===== src/rtl/io_input_conditioner.sv =====
// Board pin conditioner: 2-flop synchronizers plus per-bit debounce
// for KEY/SW pins, with registered bus and key press strobes.
module io_input_conditioner #(
  parameter int DEBOUNCE_CYCLES = 50000,
  parameter int CNT_WIDTH       = 16,
  parameter bit KEY_ACTIVE_LOW  = 1'b1
) (
  input  logic        clock,
  input  logic        reset,
  input  logic [3:0]  key_raw,
  input  logic [9:0]  sw_raw,
  output logic [13:0] io_input_bus,
  output logic [3:0]  key_press
);

  localparam int NB = 14;
  localparam logic [CNT_WIDTH-1:0] LAST =
    CNT_WIDTH'(DEBOUNCE_CYCLES - 1);

  logic [NB-1:0] norm;
  logic [NB-1:0] sync1;
  logic [NB-1:0] sync2;
  logic [NB-1:0] stable;

  assign norm = {(KEY_ACTIVE_LOW ? ~key_raw : key_raw), sw_raw};

  // Idle level after normalization is 0 for every bit.
  always_ff @(posedge clock or posedge reset) begin
    if (reset) begin
      sync1 <= '0;
      sync2 <= '0;
    end else begin
      sync1 <= norm;
      sync2 <= sync1;
    end
  end

  for (genvar i = 0; i < NB; i++) begin : g_bit
    logic [CNT_WIDTH-1:0] cnt;

    always_ff @(posedge clock or posedge reset) begin
      if (reset) begin
        cnt       <= '0;
        stable[i] <= 1'b0;
      end else if (sync2[i] == stable[i]) begin
        cnt <= '0;
      end else if (cnt == LAST) begin
        cnt       <= '0;
        stable[i] <= sync2[i];
      end else begin
        cnt <= cnt + 1'b1;
      end
    end
  end

  // Strobe rises in the same cycle the bus bit rises.
  always_ff @(posedge clock or posedge reset) begin
    if (reset) begin
      io_input_bus <= '0;
      key_press    <= '0;
    end else begin
      io_input_bus <= stable;
      key_press    <= stable[13:10] & ~io_input_bus[13:10];
    end
  end

endmodule


===== config.mk =====
export PLATFORM = sky130hd
export DESIGN_NAME = io_input_conditioner
export DESIGN_NICKNAME = d
export VERILOG_FILES = /design/src/rtl/io_input_conditioner.sv
export SDC_FILE = /design/constraint.sdc
export NUM_CORES = 1
export LEC_CHECK = 0
export CORE_MARGIN = 4
export CORE_UTILIZATION = 56
export DETAILED_ROUTE_END_ITERATION = 10
export PLACE_DENSITY = 0.8
export SLEW_MARGIN = 10
export SYNTH_ARGS = -nofsm -noshare
export SYNTH_HDL_FRONTEND = slang
export SYNTH_SLANG_ARGS = --single-unit

===== constraint.sdc =====
create_clock -name clock -period 15.7 [get_ports clock]
set_input_delay 2.355 -clock clock [delete_from_list [all_inputs] [get_ports clock]]
set_output_delay 2.355 -clock clock [all_outputs]
set_load 0.01 [all_outputs]

### Word level (Yosys, flattened, before mapping)

Index checks and enable logic that the tools add are counted.

| storage, ports and cells | value |
|---|---|
| register bits after elaboration | 284 |
| bits of input ports | 16 |
| output and inout port bits | 18 |
| logic and storage cells | 133 |

| operators by class | value |
|---|---|
| add/sub/neg operators | 14 |
| equal/unequal tests | 28 |
| mux-type cells | 28 |
| bitwise operators | 17 |
| reduce and logical (&&, ||, !) cells | 14 |

Operators with widths:

| cell | count |
|---|---|
| $mux 16 | 28 |
| $add 16x1->16 const B | 14 |
| $eq 16x16->1 const B | 14 |
| $reduce_and 2->1 | 14 |
| $eq 1x1->1 | 14 |
| $not 1->1 | 14 |
| $not 4->4 | 2 |
| $and 4x4->4 | 1 |

### Longest topological paths before layout

| depth | value |
|---|---|
| depth in word-level cells | 3 |
| gate-level depth with buffers | 6 |
| gate-level depth less buffers | 5 |

### Least setup slack after synthesis

No wires, ideal clock.

| timing path | value |
|---|---|
| kind | register to output |
| from | reg io_input_bus[10] |
| to | out io_input_bus[10] |
| arrival | 0.385 ns |
| required time | 13.345 ns |
| path slack | 12.960 ns |
| stages on the path, launching flop included | 1 |
| path buffers | 0 |
| cells stage by stage | dfrtp_1 |

RTL lines:

| element | RTL line | source |
|---|---|---|
| start, declared | 12 | `output logic [13:0] io_input_bus,` |
| start signal, assigned | 62 | `io_input_bus <= stable;` |

No word-level cell between the ends.

==> results by group <==
Yosys
  – Unique cell type count in the Yosys netlist: 38
  – Synth Flop Type: dfrtp_1
  – Top cells by count, synth: 284 x dfrtp_1, 256 x nor2_1, 157 x xnor2_1
  – Register area share after synthesis: a little under three fifths
  – Post-synth EDFFs: 0
  – Asr flop ratio synth: 100%
  – Synth area leader: dfrtp_1
  – Syn Area/Cell: 10.6 µm²
  – Seq cells post-synth: ~280
  – Synth top area cells: dfrtp_1 55%, xnor2_1 11%, nor2_1 7.5%
  – Syn Inst Count: 1209
  – Syn Std Cell Area: approximately 0.013 mm²
  – Syn_nets: roughly 1200
  – Most frequent cell after synthesis: dfrtp_1
  – Warnings, synthesis: 0
  – Share of the synthesized area in the top cell type: 55.5%

Floorplanning
  – Die Wd: 159 µm
  – Io pins: 34
  – Num rows: 55
  – Die area: ~0.025 mm²
  – Initial core utilization: 56.7%
  – Die Span Y: between 150 and 200 µm
  – Core ar.: ~0.023 mm²

Global route
  – Initial antenna violation count: 0
  – Pin count of the biggest net entering global routing: 132
  – GRT Overall Usage: ~18%
  – First-pass GRT wire length: 40.2 mm
  – GRT Residual Overflow: 0
  – Vias in the first global route: roughly 8700

Finish
  – Ant. Diodes: 0
  – Final Instance Area: between 0.01 and 0.015 mm²
  – Area grow syn2layout: 12.3%
  – Fin nets: approximately 1300
  – Multi-input logic area: between 0.005 and 0.006 mm²
  – Final Util: between 60 and 70%
  – Ratio of cells with drive above 1 in the final layout: a little under 6%
  – Seq. cell area: 0.00711 mm²
  – Layout fillers: between 1500 and 2000

Placement
  – DP Area: 0.0134 mm²
  – Port bufs: 33
  – DP HPWL: roughly 14 mm
  – GP Congestion: between 0.8 and 0.9

STA
  – RSZ-0062 raised after global routing: no
  – Worst slew pin tran: roughly 0.99 ns
  – Hold Vio Cnt, Final: 0
  – Min Tclk post-route: about 4.8 ns
  – Final setup skew: 0.0177 ns
  – F_max: between 200 and 250 MHz
  – Setup TNS: 0 ns
  – Pins Over Slew Limit: 0
  – Period utilisation layout: a little under a third
  – Rel. slew slack: approximately 34%
  – Final setup violation count: 0

Clocking
  – CTS Buffer Depth: 3
  – Worst-path clk slew: ~0.060 ns
  – CTS Buf Count: 30
  – Clk_lat worst skew: approximately 0.56 ns
  – Clk sink count: approximately 280
  – H-tree depth: 1
  – CTS tree: built
  – Resize count post-CTS: 0
  – Root buffer cell: clkbuf_16
  – # Post-CTS Setup Buffers: 0
  – Hold Buf Count CTS: 0

Critical path
  – Crit end category: async pin
  – CP arrival: ~5.3 ns
  – Nature of the critical path startpoint: input port
  – CP Class: input port to async pin
  – Critical Path RT: around 16 ns
  – Worst-path fanout max: 131

Pwr
  – Worst vdd ir: a little under 0.09 mV
  – Leak Pwr: ~6.0 nW
  – P per Cell Area: roughly 100 mW/mm²

Min path
  – Worst hold path class: flop to flop

Job
  – Max_cap viols: 0

Drt
  – 1st-iter DRT viols: 540
  – Post-route ant nets: 0
  – Remaining DRCs: 0
  – Via count: just under 9000
  – Drt via density: between 5 and 6
  – Drt wl/cell: 14.2 µm
  – DRT Pass-1 Iters: 5
  – Total Routed Length: about 22 mm

Run status
  – Status: finished clean
logic make-up (layout without fill, tap and decap cells):
kind of cell | after synthesis | in the layout | synth area share (%)
flip-flops | 284 | 284 | 55.5
adder cells (fa/ha/maj) | 14 | 14 | 1.37
buffers and inverters | 63 | 136 | 2.28
XOR/XNOR | 206 | 206 | 14.1
AO/OA/AOI/OAI | 14 | 14 | 1.85
AND/OR/NAND/NOR | 614 | 614 | 23.7
multiplexers | 14 | 14 | 1.23
layout make-up:
| type | instances | area share (%) |
|---|---|---|
| Sequential cell | 284 | 49.4 |
| Multi-Input combinational cell | 862 | 37.6 |
| Clock buffer | 42 | 5.74 |
| Tap cell | 285 | 2.48 |
| Timing Repair Buffer | 35 | 2.40 |
| Inverter | 47 | 1.28 |
| Clock inverter | 12 | 1.04 |
path summary, 6_finish.rpt:
check / startpoint / endpoint / slack (ns) / cells after the start
min in group asynchronous: reset / io_input_bus[4]$_DFF_PP0_ / 2.39 / 2
hold reg to reg: sync1[12]$_DFF_PP0_ / sync2[12]$_DFF_PP0_ / 0.35 / 0
setup / recovery: reset / g_bit[8].cnt[10]$_DFF_PP0_ / 10.95 / 4
max in group clock: io_input_bus[10]$_DFF_PP0_ / io_input_bus[10] / 11.90 / 1
hold / removal: sync1[12]$_DFF_PP0_ / sync2[12]$_DFF_PP0_ / 0.35 / 0
setup reg to reg: g_bit[4].cnt[0]$_DFF_PP0_ / g_bit[4].cnt[13]$_DFF_PP0_ / 13.58 / 4
worst max-delay path, cell delays in order:
cell             delay (ns)
clkdlybuf4s50_1        0.49
inv_8                  0.63
buf_4                  0.89
buf_4                  0.84
registers in the layout (all words and copies together), names as in the netlist:
signal	flops
g_bit.cnt	224
io_input_bus	14
key_press	4
stable	14
sync1	14
sync2	14
through the flow:
step           power, mW  worst slack (ns)  cells  hold WS (ns)
2_1_floorplan      0.802              5.51   1209         0.331
3_3_place_gp       0.813             10.20   1513         0.332
3_5_place_dp       0.815             10.16   1513         0.335
4_1_cts             1.52             10.74   1567         0.347
5_1_grt             1.56             10.34   1567         0.351
6_report            1.50             10.95   1567         0.346
metal layers:
layer	global-route usage (%)	share of wire [%]
met3	2.69	3.2
met4	5.33	2.5
met2	30.7	48
met5	0	0
met1	24.6	46
power breakdown:
part	internal, mW	switching (mW)
sequential	0.745	0.0110
clock	0.415	0.284
combinational	0.0145	0.0305
cells in the final DEF, fill, tap and decap left out, types with 4 or more instances in the layout:
cell type          n
nor2b_1            4
clkdlybuf4s50_1   33
clkinv_2           7
ha_1              14
nand4_1           51
inv_1             46
nand3b_1           7
nor4_1            59
nor4b_1            9
nor2_1           256
nor4bb_1          10
o41ai_4            7
xor2_1            49
and3_1            18
and4_1             4
nor3_1            45
dfrtp_1          284
clkbuf_16         30
a21oi_1            4
xnor2_1          157
or3_1              5
mux2_2            14
nand2_1           54
clkbuf_1           9
nand3_1           77
Power figures use the tool's default switching activity.
